**config.mk**
```make
export PLATFORM = sky130hd
export DESIGN_NAME = uart_rx_flat
export DESIGN_NICKNAME = d
export VERILOG_FILES = /design/src/rtl/uart_rx_pkg.sv /design/src/rtl/uart_rx_if.sv /design/src/rtl/uart_rx_sampler.sv /design/src/rtl/uart_rx.sv /design/src/flat_wrapper.sv
export SDC_FILE = /design/constraint.sdc
export NUM_CORES = 1
export LEC_CHECK = 0
export BUFFER_PORTS_ARGS = -buffer_cell sky130_fd_sc_hd__buf_2
export CORE_ASPECT_RATIO = 1.75
export CORE_MARGIN = 8
export CORE_UTILIZATION = 40
export CTS_CLUSTER_DIAMETER = 60
export DETAILED_ROUTE_END_ITERATION = 8
export PLACE_DENSITY = 0.55
export SETUP_SLACK_MARGIN = 0.15
export SLEW_MARGIN = 0
export SYNTH_ARGS = -nofsm -noshare
export SYNTH_HDL_FRONTEND = slang
export SYNTH_HIERARCHICAL = 1
export SYNTH_SLANG_ARGS = --single-unit
```
**constraint.sdc**
```tcl
create_clock -name CLK -period 6 [get_ports CLK]
set_input_delay 0.3 -clock CLK [delete_from_list [all_inputs] [get_ports CLK]]
set_output_delay 0.3 -clock CLK [all_outputs]
set_load 0.02 [all_outputs]
```
**src/rtl/uart_rx_pkg.sv**
```systemverilog
// Shared types and constants for the UART receive path.
package uart_rx_pkg;

  typedef enum logic [2:0] {
    ST_IDLE,
    ST_START,
    ST_DATA,
    ST_PARITY,
    ST_STOP
  } rx_state_t;

  localparam int PRESCALE_8  = 8;
  localparam int PRESCALE_16 = 16;
  localparam int PRESCALE_32 = 32;

  localparam logic PAR_EVEN = 1'b0;
  localparam logic PAR_ODD  = 1'b1;

  function automatic logic majority3(input logic [2:0] v);
    return (v[0] & v[1]) | (v[0] & v[2]) | (v[1] & v[2]);
  endfunction

endpackage

```
**src/rtl/uart_rx_if.sv**
```systemverilog
// Serial line, frame configuration and received-byte outputs of uart_rx.
interface uart_rx_if #(
  parameter int DATA_WIDTH = 8,
  parameter int CNT_WIDTH  = 6
);
  logic                  RX_IN;
  logic [CNT_WIDTH-1:0]  PRESCALE;
  logic                  PAR_EN;
  logic                  PAR_TYP;
  logic [DATA_WIDTH-1:0] P_DATA;
  logic                  DATA_VALID;
  logic                  PAR_ERR;
  logic                  STP_ERR;

  modport master (
    output RX_IN, PRESCALE, PAR_EN, PAR_TYP,
    input  P_DATA, DATA_VALID, PAR_ERR, STP_ERR
  );

  modport slave (
    input  RX_IN, PRESCALE, PAR_EN, PAR_TYP,
    output P_DATA, DATA_VALID, PAR_ERR, STP_ERR
  );
endinterface

```
**src/rtl/uart_rx_sampler.sv**
```systemverilog
// Per-bit edge counter plus three-tap mid-bit capture and 2-of-3 vote.
module uart_rx_sampler
  import uart_rx_pkg::*;
#(
  parameter int CNT_WIDTH = 6
) (
  input  logic                 i_clk,
  input  logic                 i_rst,
  input  logic                 i_en,
  input  logic                 i_rx,
  input  logic [CNT_WIDTH-1:0] i_prescale,
  output logic [CNT_WIDTH-1:0] o_edge_cnt,
  output logic                 o_bit_done,
  output logic                 o_sampled_bit
);

  logic [CNT_WIDTH-1:0] r_cnt;
  logic [2:0]           r_tap;
  logic [CNT_WIDTH-1:0] w_half;
  logic [CNT_WIDTH-1:0] w_last;

  assign w_half = i_prescale >> 1;
  assign w_last = i_prescale - 1'b1;

  assign o_edge_cnt    = r_cnt;
  assign o_bit_done    = i_en && (r_cnt == w_last);
  assign o_sampled_bit = majority3(r_tap);

  // Counter stays at 0 while disabled so the detect cycle is edge 0.
  always_ff @(posedge i_clk or posedge i_rst) begin
    if (i_rst) begin
      r_cnt <= '0;
      r_tap <= 3'b111;
    end else if (!i_en) begin
      r_cnt <= '0;
    end else begin
      r_cnt <= o_bit_done ? '0 : r_cnt + 1'b1;
      if (r_cnt == w_half - 1'b1) r_tap[0] <= i_rx;
      if (r_cnt == w_half)        r_tap[1] <= i_rx;
      if (r_cnt == w_half + 1'b1) r_tap[2] <= i_rx;
    end
  end

endmodule

```
**src/rtl/uart_rx.sv**
```systemverilog
// UART frame decoder: start/data/parity/stop FSM, shift register and checks.
module uart_rx
  import uart_rx_pkg::*;
#(
  parameter int DATA_WIDTH = 8,
  parameter int CNT_WIDTH  = 6
) (
  input  logic    CLK,
  input  logic    RST,
  uart_rx_if.slave bus
);

  localparam int BW = $clog2(DATA_WIDTH);
  localparam logic [BW-1:0] LAST_BIT = BW'(DATA_WIDTH - 1);

  rx_state_t             r_state;
  logic [BW-1:0]         r_bit_cnt;
  logic [DATA_WIDTH-1:0] r_shift;
  logic                  r_par_en;
  logic                  r_par_typ;
  logic                  r_par_err;
  logic [DATA_WIDTH-1:0] r_p_data;
  logic                  r_data_valid;
  logic                  r_par_err_o;
  logic                  r_stp_err_o;

  logic                  w_en;
  logic                  w_detect;
  logic [CNT_WIDTH-1:0]  w_edge_cnt;
  logic                  w_bit_done;
  logic                  w_sampled;
  logic                  w_par_exp;

  // Detect cycle is edge 0 of the start bit, so the counter runs from it.
  assign w_detect  = (r_state == ST_IDLE) && (w_edge_cnt == '0) && !bus.RX_IN;
  assign w_en      = (r_state != ST_IDLE) || w_detect;
  assign w_par_exp = (^r_shift) ^ (r_par_typ == PAR_ODD);

  uart_rx_sampler #(.CNT_WIDTH(CNT_WIDTH)) u_sampler (
    .i_clk        (CLK),
    .i_rst        (RST),
    .i_en         (w_en),
    .i_rx         (bus.RX_IN),
    .i_prescale   (bus.PRESCALE),
    .o_edge_cnt   (w_edge_cnt),
    .o_bit_done   (w_bit_done),
    .o_sampled_bit(w_sampled)
  );

  always_ff @(posedge CLK or posedge RST) begin
    if (RST) begin
      r_state      <= ST_IDLE;
      r_bit_cnt    <= '0;
      r_shift      <= '0;
      r_par_en     <= 1'b0;
      r_par_typ    <= 1'b0;
      r_par_err    <= 1'b0;
      r_p_data     <= '0;
      r_data_valid <= 1'b0;
      r_par_err_o  <= 1'b0;
      r_stp_err_o  <= 1'b0;
    end else begin
      r_data_valid <= 1'b0;
      r_par_err_o  <= 1'b0;
      r_stp_err_o  <= 1'b0;
      case (r_state)
        ST_IDLE: begin
          r_bit_cnt <= '0;
          if (w_detect) begin
            r_state   <= ST_START;
            r_par_en  <= bus.PAR_EN;
            r_par_typ <= bus.PAR_TYP;
            r_par_err <= 1'b0;
          end
        end
        ST_START: begin
          if (w_bit_done) r_state <= w_sampled ? ST_IDLE : ST_DATA;
        end
        ST_DATA: begin
          if (w_bit_done) begin
            r_shift <= {w_sampled, r_shift[DATA_WIDTH-1:1]};
            if (r_bit_cnt == LAST_BIT) begin
              r_bit_cnt <= '0;
              r_state   <= r_par_en ? ST_PARITY : ST_STOP;
            end else begin
              r_bit_cnt <= r_bit_cnt + 1'b1;
            end
          end
        end
        ST_PARITY: begin
          if (w_bit_done) begin
            r_par_err <= (w_sampled != w_par_exp);
            r_state   <= ST_STOP;
          end
        end
        ST_STOP: begin
          // Outputs land on the first cycle back in IDLE (t = F).
          if (w_bit_done) begin
            r_state <= ST_IDLE;
            if (r_par_err || !w_sampled) begin
              r_par_err_o <= r_par_err;
              r_stp_err_o <= !w_sampled;
            end else begin
              r_p_data     <= r_shift;
              r_data_valid <= 1'b1;
            end
          end
        end
        default: r_state <= ST_IDLE;
      endcase
    end
  end

  assign bus.P_DATA     = r_p_data;
  assign bus.DATA_VALID = r_data_valid;
  assign bus.PAR_ERR    = r_par_err_o;
  assign bus.STP_ERR    = r_stp_err_o;

endmodule

```
**src/flat_wrapper.sv**
```systemverilog
// flat-port wrapper written by rule: the top's interface ports become plain ports
module uart_rx_flat import uart_rx_pkg::*;
#(
  parameter int DATA_WIDTH = 8,
  parameter int CNT_WIDTH  = 6
)
  (CLK, RST, bus_RX_IN, bus_PRESCALE, bus_PAR_EN, bus_PAR_TYP, bus_P_DATA, bus_DATA_VALID, bus_PAR_ERR, bus_STP_ERR);
  uart_rx_if #(.DATA_WIDTH(DATA_WIDTH), .CNT_WIDTH(CNT_WIDTH)) bus_i ();
  input  logic CLK;
  input  logic RST;
  input wire logic [$bits(bus_i.RX_IN)-1:0] bus_RX_IN;
  input wire logic [$bits(bus_i.PRESCALE)-1:0] bus_PRESCALE;
  input wire logic [$bits(bus_i.PAR_EN)-1:0] bus_PAR_EN;
  input wire logic [$bits(bus_i.PAR_TYP)-1:0] bus_PAR_TYP;
  output wire logic [$bits(bus_i.P_DATA)-1:0] bus_P_DATA;
  output wire logic [$bits(bus_i.DATA_VALID)-1:0] bus_DATA_VALID;
  output wire logic [$bits(bus_i.PAR_ERR)-1:0] bus_PAR_ERR;
  output wire logic [$bits(bus_i.STP_ERR)-1:0] bus_STP_ERR;
  assign bus_i.RX_IN = bus_RX_IN;
  assign bus_i.PRESCALE = bus_PRESCALE;
  assign bus_i.PAR_EN = bus_PAR_EN;
  assign bus_i.PAR_TYP = bus_PAR_TYP;
  assign bus_P_DATA = bus_i.P_DATA;
  assign bus_DATA_VALID = bus_i.DATA_VALID;
  assign bus_PAR_ERR = bus_i.PAR_ERR;
  assign bus_STP_ERR = bus_i.STP_ERR;
  uart_rx #(.DATA_WIDTH(DATA_WIDTH), .CNT_WIDTH(CNT_WIDTH)) u_core (.CLK(CLK), .RST(RST), .bus(bus_i));
endmodule
```
### Yosys cells after proc, flatten, opt, wreduce, memory -nomap -nowiden

Cells that the tools add are included.

| storage, ports and cells | value |
|---|---|
| bits in registers | 37 |
| logic and storage cells | 90 |
| bits of input ports | 11 |
| output and inout bits | 11 |

| cells by class | value |
|---|---|
| bitwise logic cells | 7 |
| add/subtract/negate cells | 5 |
| mux-type cells | 26 |
| reduce and logical (&&, ||, !) cells | 22 |
| equal/unequal tests | 16 |

Operator list:

| operator | count |
|---|---|
| $mux W3 | 9 |
| $eq A6 B6 Y1 | 3 |
| $pmux W3 S5 | 1 |
| $mux W6 | 2 |
| $reduce_and A2 Y1 | 6 |
| $mux W1 | 11 |
| $ne A2 B2 Y1 const B | 4 |
| $reduce_xor A8 Y1 | 1 |
| $add A5 B1 Y6 const B | 1 |
| $add A6 B1 Y6 const B | 1 |
| $eq A3 B2 Y1 const B | 2 |
| $eq A3 B3 Y1 const B | 2 |
| $eq A6 B5 Y1 | 1 |
| $logic_not A6 Y1 | 1 |
| $pmux W3 S2 | 1 |
| $reduce_and A3 Y1 | 2 |
| $reduce_and A6 Y1 | 1 |
| $sub A5 B1 Y6 const B | 1 |
| $sub A6 B1 Y6 const B | 1 |
| $ne A2 B1 Y1 const B | 2 |
| $reduce_bool A2 Y1 | 2 |
| $add A3 B1 Y3 const B | 1 |
| $and A1 B1 Y1 | 3 |
| $eq A3 B1 Y1 const B | 1 |
| other kinds (11) | 16 |

### Depth between registers and ports, before layout

| logic depth | value |
|---|---|
| word-level depth | 8 |
| depth in mapped cells | 10 |
| depth with buffers taken out | 9 |

### Modules after synthesis

Netlist, hierarchy kept.

By module, submodules not included:

| module | times used | seq. area each (um^2) | cells an instance | area each (um^2) |
|---|---|---|---|---|
| uart_rx | 1 | 700.7 | 94 | 1258.7 |
| uart_rx_sampler | 1 | 229.0 | 102 | 892.1 |

### Worst setup path after synthesis

OpenSTA, ideal clock, no wires.

| timing path | value |
|---|---|
| path kind | reg-to-reg |
| from | register u_core.u_sampler.r_cnt[4] (netlist: u_core/u_sampler/o_edge_cnt[4]) |
| to | register u_core.r_shift[0] |
| period minus slack after synthesis | 2935 ps |
| library setup time | 125 ps |
| slack | 3065 ps |
| data required time | 5875 ps |
| buffers on the path | 2 |
| stages on the path, launching flop included | 10 |
| arrival time | 2811 ps |
| path through | dfrtp_1 > nor4_1 > nand2_1 > nand2_1 > clkbuf_1 > o2111ai_1 > a2111oi_4 > nor4b_4 > buf_6 > mux2_2 |

| between the ends | value |
|---|---|
| word-level cells in the longest chain between the ends | 6 |
| elaborated cells between the ends (all ways) | 7 |
| classes of those cells | eq/ne (1); reduce/logical (6) |

Ends and longest elaborated chain:

| element | line | RTL |
|---|---|---|
| start, declared | uart_rx_sampler.sv:17 | `logic [CNT_WIDTH-1:0] r_cnt;` |
| start signal, assigned | uart_rx_sampler.sv:37 | `r_cnt <= o_bit_done ? '0 : r_cnt + 1'b1;` |
| $logic_not A6 Y1 | uart_rx.sv:35 | `assign w_detect = (r_state == ST_IDLE) && (w_edge_cnt == '0) && !bus.RX_IN;` |
| $logic_and A1 B1 Y1 (2 in series) | uart_rx.sv:35 |  |
| $logic_or A1 B1 Y1 | uart_rx.sv:36 | `assign w_en = (r_state != ST_IDLE) \|\| w_detect;` |
| net u_core.w_en | uart_rx.sv:27 | `logic w_en;` |
| $logic_and A1 B1 Y1 | uart_rx_sampler.sv:26 | `assign o_bit_done = i_en && (r_cnt == w_last);` |
| net u_core.w_bit_done | uart_rx.sv:30 | `logic w_bit_done;` |
| $reduce_and A2 Y1 (no line) | - |  |
| end signal, assigned | uart_rx.sv:81 | `r_shift <= {w_sampled, r_shift[DATA_WIDTH-1:1]};` |
| end, declared | uart_rx.sv:18 | `logic [DATA_WIDTH-1:0] r_shift;` |

The timed path passes the listed nets, and every way through them passes these cells.
A chain may end at the register's enable or synchronous reset.

### Worst setup path after layout

| timing path | value |
|---|---|
| from | register u_core.u_sampler.r_cnt[2] (netlist: u_core/u_sampler/o_edge_cnt[2]) |
| to | register u_core.r_bit_cnt[0] |

| between the ends | value |
|---|---|
| word-level cells in the longest chain between the ends | 7 |
| elaborated cells between the ends (all ways) | 8 |
| classes of those cells | eq/ne (2); reduce/logical (6) |

Ends and longest elaborated chain:

| element | line | RTL |
|---|---|---|
| $logic_not A6 Y1 | uart_rx.sv:35 |  |
| $logic_and A1 B1 Y1 (2 in series) | uart_rx.sv:35 |  |
| $logic_or A1 B1 Y1 | uart_rx.sv:36 |  |
| net u_core.w_en | uart_rx.sv:27 |  |
| $logic_and A1 B1 Y1 | uart_rx_sampler.sv:26 |  |
| net u_core.w_bit_done | uart_rx.sv:30 |  |
| $ne A2 B2 Y1 (no line) | - |  |
| $reduce_and A2 Y1 (no line) | - |  |
| end signal, assigned | uart_rx.sv:86 | `r_bit_cnt <= r_bit_cnt + 1'b1;` |
| end, declared | uart_rx.sv:17 | `logic [BW-1:0] r_bit_cnt;` |

The timed path passes the listed nets, and every way through them passes these cells.

==> report_table.html <==
<table>
<tr><th>Metric</th><th>Value</th></tr>
<tr><th colspan="2">Floorplan</th></tr>
<tr><td>Starting utilization of the core area</td><td>0.413</td></tr>
<tr><td>Width of the chip</td><td>71.4 um</td></tr>
<tr><td>Die Footprint</td><td>8070 um2</td></tr>
<tr><td>Count of standard-cell rows</td><td>35</td></tr>
<tr><td>I/O pin count</td><td>22</td></tr>
<tr><td>Die Y-Extent</td><td>113 um</td></tr>
<tr><td>Area of the placeable core</td><td>5210 um2</td></tr>
<tr><th colspan="2">Global routing</th></tr>
<tr><td>First-pass GRT wire length</td><td>7450 um</td></tr>
<tr><td>Aggregate global routing overflow</td><td>0</td></tr>
<tr><td>Initial antenna violation count</td><td>0</td></tr>
<tr><td>Maximum number of pins on one net before global-route repair</td><td>29</td></tr>
<tr><td>Total GRT Usage</td><td>0.120</td></tr>
<tr><td>Via count of the first global-routing pass</td><td>1585</td></tr>
<tr><th colspan="2">Timing</th></tr>
<tr><td>Hold violation count in the final report</td><td>0</td></tr>
<tr><td>Worst hold margin</td><td>0.245 ns</td></tr>
<tr><td>Unrepaired setup endpoints after global routing</td><td>no</td></tr>
<tr><td>Maximum clock frequency</td><td>0.280 GHz</td></tr>
<tr><td>Setup clock skew after layout</td><td>0.00587 ns</td></tr>
<tr><td>Tightest Pin Transition</td><td>1.02 ns</td></tr>
<tr><td>Shortest period the worst path allows</td><td>3.57 ns</td></tr>
<tr><td>Post-route clock period utilization</td><td>0.595</td></tr>
<tr><td>Worst slew margin relative to its limit</td><td>0.316</td></tr>
<tr><td>Total negative slack for setup checks</td><td>0 ns</td></tr>
<tr><td>Max Slew Vio Count</td><td>0</td></tr>
<tr><td>Finish-stage setup viols</td><td>0</td></tr>
<tr><th colspan="2">Cells and area</th></tr>
<tr><td>Fraction of layout cells with a size suffix above 1</td><td>0.264</td></tr>
<tr><td>Post-route standard cell area excluding fillers</td><td>2390 um2</td></tr>
<tr><td>Register area</td><td>930 um2</td></tr>
<tr><td>Area Overhead vs Synth</td><td>11.3%</td></tr>
<tr><td>Layout Utilization</td><td>0.459</td></tr>
<tr><td>Fin nets</td><td>233</td></tr>
<tr><td>Fillers</td><td>493</td></tr>
<tr><td>Number of diodes</td><td>0</td></tr>
<tr><td>Multi-input combinational cell area</td><td>1130 um2</td></tr>
<tr><td>Non-filler instance count after layout</td><td>271</td></tr>
<tr><th colspan="2">CTS</th></tr>
<tr><td>CTS-repair resized insts</td><td>0</td></tr>
<tr><td>Deepest clock path buffer count</td><td>2</td></tr>
<tr><td>Total clock buffers created by CTS</td><td>5</td></tr>
<tr><td>Max H-tree Level</td><td>2</td></tr>
<tr><td>Root cell of the clock tree</td><td>sky130_fd_sc_hd__clkbuf_8</td></tr>
<tr><td>Reg clk slew, reported paths</td><td>0.07 ns</td></tr>
<tr><td>TritonCTS clock tree</td><td>yes</td></tr>
<tr><td>Num Clock Sinks</td><td>37</td></tr>
<tr><td>Clock insertion delay at the later pin of the skew report</td><td>0.29 ns</td></tr>
<tr><th colspan="2">Critical path</th></tr>
<tr><td>Arrival time at the worst endpoint</td><td>3.75 ns</td></tr>
<tr><td>Cells along the critical path</td><td>nor4_1, nand2_1, nand2_1, o2111ai_1, a2111oi_4, nor4b_4, nor2_1, a22o_1</td></tr>
<tr><td>Kind of start point of the critical path</td><td>flop</td></tr>
<tr><td>Critical path capture point type</td><td>flop</td></tr>
<tr><td>Crit-path max FO</td><td>14</td></tr>
<tr><td>R2r startpoint</td><td>u_core/u_sampler/o_edge_cnt[2]$_DFF_PP0_</td></tr>
<tr><td>Slowest stage cell, crit path</td><td>sky130_fd_sc_hd__nor4b_4</td></tr>
<tr><td>Peak per-stage delay on the critical path</td><td>0.72 ns</td></tr>
<tr><td>Worst EP required</td><td>6.18 ns</td></tr>
<tr><td>Most frequent cell on the critical path</td><td>sky130_fd_sc_hd__nand2_1</td></tr>
<tr><td>Critical setup path kind</td><td>reg -&gt; reg</td></tr>
<tr><td>Startpoint of the worst setup timing path</td><td>u_core/u_sampler/o_edge_cnt[2]$_DFF_PP0_</td></tr>
<tr><th colspan="2">Drt</th></tr>
<tr><td>Via density per instance</td><td>5.40</td></tr>
<tr><td>Number of DRC markers after the initial detailed-route iteration</td><td>45</td></tr>
<tr><td>Total wirelength of the detailed-routed design</td><td>4440 um</td></tr>
<tr><td>Remaining number of nets flagged by the antenna check after routing</td><td>0</td></tr>
<tr><td>Number of iterations in the first detailed-routing pass</td><td>4</td></tr>
<tr><td>WL per Instance</td><td>16.4 um</td></tr>
<tr><td>Number of vias after detailed routing</td><td>1463</td></tr>
<tr><td>Total DRC errors in the routed layout</td><td>0</td></tr>
<tr><th colspan="2">Yosys</th></tr>
<tr><td>Top cell type's share of synthesized area</td><td>0.396</td></tr>
<tr><td>Top flip-flop cell by instance count after synthesis</td><td>sky130_fd_sc_hd__dfrtp_1</td></tr>
<tr><td>Synth warnings</td><td>6</td></tr>
<tr><td>Top cells by area, synth</td><td>sky130_fd_sc_hd__dfrtp_1 40%, sky130_fd_sc_hd__mux2_2 11%, sky130_fd_sc_hd__xnor2_1 7.7%</td></tr>
<tr><td>Number of enable-type register cells in the synthesized netlist</td><td>0</td></tr>
<tr><td>Flip-flop and latch count after synthesis</td><td>37</td></tr>
<tr><td>Mean area per synthesized cell</td><td>11.0 um2</td></tr>
<tr><td>Cell area after synthesis</td><td>2150 um2</td></tr>
<tr><td>Number of nets produced by synthesis</td><td>214</td></tr>
<tr><td>Number of different library cells in the post-synthesis netlist</td><td>47</td></tr>
<tr><td>Share of synthesized flip-flops with an asynchronous set or reset</td><td>1.00</td></tr>
<tr><td>Post-synthesis sequential area ratio</td><td>0.432</td></tr>
<tr><td>Cell type with the highest aggregate area in the netlist</td><td>sky130_fd_sc_hd__dfrtp_1</td></tr>
<tr><td>Cell count after synthesis</td><td>196</td></tr>
<tr><th colspan="2">Pwr</th></tr>
<tr><td>Static Leakage</td><td>1.13 nW</td></tr>
<tr><td>VDD IR max</td><td>0.179 mV</td></tr>
<tr><td>Ratio of total power to cell area</td><td>347 nW/um2</td></tr>
<tr><th colspan="2">Placement</th></tr>
<tr><td>Routability congestion estimate</td><td>0.851</td></tr>
<tr><td>Dpl cell area</td><td>2270 um2</td></tr>
<tr><td>Number of cells in the design after placement</td><td>262</td></tr>
<tr><td>Detailed Place HPWL</td><td>3480 um</td></tr>
<tr><td>Total of buffers placed on input and output ports</td><td>21</td></tr>
<tr><th colspan="2">Hold path</th></tr>
<tr><td>Path category of the worst min-delay check</td><td>in -&gt; reg</td></tr>
<tr><td>Critical hold path startpoint</td><td>bus_PAR_EN</td></tr>
<tr><th colspan="2">Run</th></tr>
<tr><td>Max-cap viol count</td><td>0</td></tr>
<tr><th colspan="2">Status</th></tr>
<tr><td>Run status</td><td>complete, no violations</td></tr>
</table>
## registers in the layout (all words and copies together) (netlist names)
name                         count
u_core/bus.DATA_VALID            1
u_core/u_sampler/o_edge_cnt      6
u_core/r_state                   3
u_core/r_par_en                  1
u_core/r_bit_cnt                 3
u_core/r_par_err                 1
u_core/r_par_typ                 1
u_core/u_sampler/r_tap           3
u_core/bus.PAR_ERR               1
u_core/bus.P_DATA                8
u_core/bus.STP_ERR               1
u_core/r_shift                   8
## path summary, 6_finish.rpt
| kind | slack (ns) | cells past startpoint | end |
|---|---|---|---|
| worst max-delay path | 2.43 | 8 | u_core/r_bit_cnt[0]$_DFFE_PP0P_ |
| worst min-delay path | 0.24 | 2 | u_core/r_par_en$_DFFE_PP0P_ |
| worst max register to register | 2.43 | 8 | u_core/r_bit_cnt[0]$_DFFE_PP0P_ |
| worst min register to register | 0.50 | 1 | u_core/r_bit_cnt[1]$_DFFE_PP0P_ |
| max in group asynchronous | 4.55 | 3 | u_core/r_par_typ$_DFFE_PP0P_ |
| min in group asynchronous | 0.55 | 3 | u_core/u_sampler/o_edge_cnt[2]$_DFF_PP0_ |
## layout by cell type (no fill, tap or decap), types with 3 or more instances in the layout
master,instances
sky130_fd_sc_hd__buf_2,21
sky130_fd_sc_hd__xnor2_1,19
sky130_fd_sc_hd__nand2_1,11
sky130_fd_sc_hd__nand3_1,9
sky130_fd_sc_hd__inv_1,10
sky130_fd_sc_hd__xor2_1,8
sky130_fd_sc_hd__dfstp_2,3
sky130_fd_sc_hd__a21oi_1,3
sky130_fd_sc_hd__dfrtp_1,34
sky130_fd_sc_hd__clkbuf_8,6
sky130_fd_sc_hd__nor2_1,15
sky130_fd_sc_hd__mux2_2,21
sky130_fd_sc_hd__nor3_1,4
sky130_fd_sc_hd__o21ai_0,4
sky130_fd_sc_hd__ha_1,7
## logic make-up (layout without fill, tap and decap cells)
family	Yosys count	in the layout	synth area share
AND/OR/NAND/NOR	55	55	0.141
flip-flops	37	37	0.432
XOR/XNOR	29	29	0.128
AO/OA/AOI/OAI	26	26	0.0995
multiplexers	21	21	0.110
buffers and inverters	20	40	0.0442
adder cells (fa/ha/maj)	8	8	0.0454
## per-layer routing
metal | share of wire | vias to the layer above | global-route usage
met5 | 0 | - | 0
met4 | 0.040 | 0 | 0.0797
met3 | 0.037 | 12 | 0.0239
met2 | 0.57 | 29 | 0.231
met1 | 0.36 | 702 | 0.106
li1 | - | 720 | -
## synth_stat cells, types with 2 or more instances
master	n
sky130_fd_sc_hd__a21oi_1	3
sky130_fd_sc_hd__nor3_1	4
sky130_fd_sc_hd__o21ai_0	4
sky130_fd_sc_hd__ha_1	7
sky130_fd_sc_hd__nand2b_1	2
sky130_fd_sc_hd__dfstp_2	3
sky130_fd_sc_hd__a211oi_1	2
sky130_fd_sc_hd__nand2_1	11
sky130_fd_sc_hd__nor2_1	15
sky130_fd_sc_hd__mux2_2	21
sky130_fd_sc_hd__dfrtp_1	34
sky130_fd_sc_hd__nor3b_1	2
sky130_fd_sc_hd__nand3_1	9
sky130_fd_sc_hd__xnor2_1	19
sky130_fd_sc_hd__nor2b_1	2
sky130_fd_sc_hd__xor2_1	8
sky130_fd_sc_hd__clkbuf_2	3
sky130_fd_sc_hd__o2111ai_1	2
sky130_fd_sc_hd__nand4_1	2
sky130_fd_sc_hd__a31oi_1	2
sky130_fd_sc_hd__a22o_1	2
sky130_fd_sc_hd__and3_1	2
sky130_fd_sc_hd__buf_2	4
sky130_fd_sc_hd__inv_1	10
## area by class of cell
class / instances / area share
Timing Repair Buffer: 22 / 0.0481
Multi-Input combinational cell: 139 / 0.470
Tap cell: 55 / 0.0288
Inverter: 10 / 0.0157
Clock inverter: 1 / 0.0125
Clock buffer: 7 / 0.0361
Sequential cell: 37 / 0.388
## where the power goes
| part | switching [mW] | leakage (nW) | total [mW] | internal (mW) |
|---|---|---|---|---|
| Clock | 0.0802 | 0.0585 | 0.216 | 0.135 |
| Combinational | 0.138 | 0.581 | 0.261 | 0.123 |
| Sequential | 0.0597 | 0.492 | 0.354 | 0.294 |
## metrics by stage
step / worst slack, ns / total power [mW]
2_1_floorplan: 3.06 / 0.566
3_3_place_gp: 2.53 / 0.624
3_5_place_dp: 2.43 / 0.624
4_1_cts: 2.42 / 0.847
5_1_grt: 2.04 / 0.892
6_report: 2.43 / 0.831
## worst max-delay path, delay by kind of cell, from the launching register on
family          cells  cell delay, ns
simple gates        5            1.75
flops               1            0.54
compound gates      3            1.17
## timing repair
item,4_1_cts,5_1_grt
hold buffers,1,0
buffers inserted,0,0
endpoints found under the hold margin,6,0
setup endpoints to repair,0,0
Note: power is estimated with default switching activity, not from simulation.
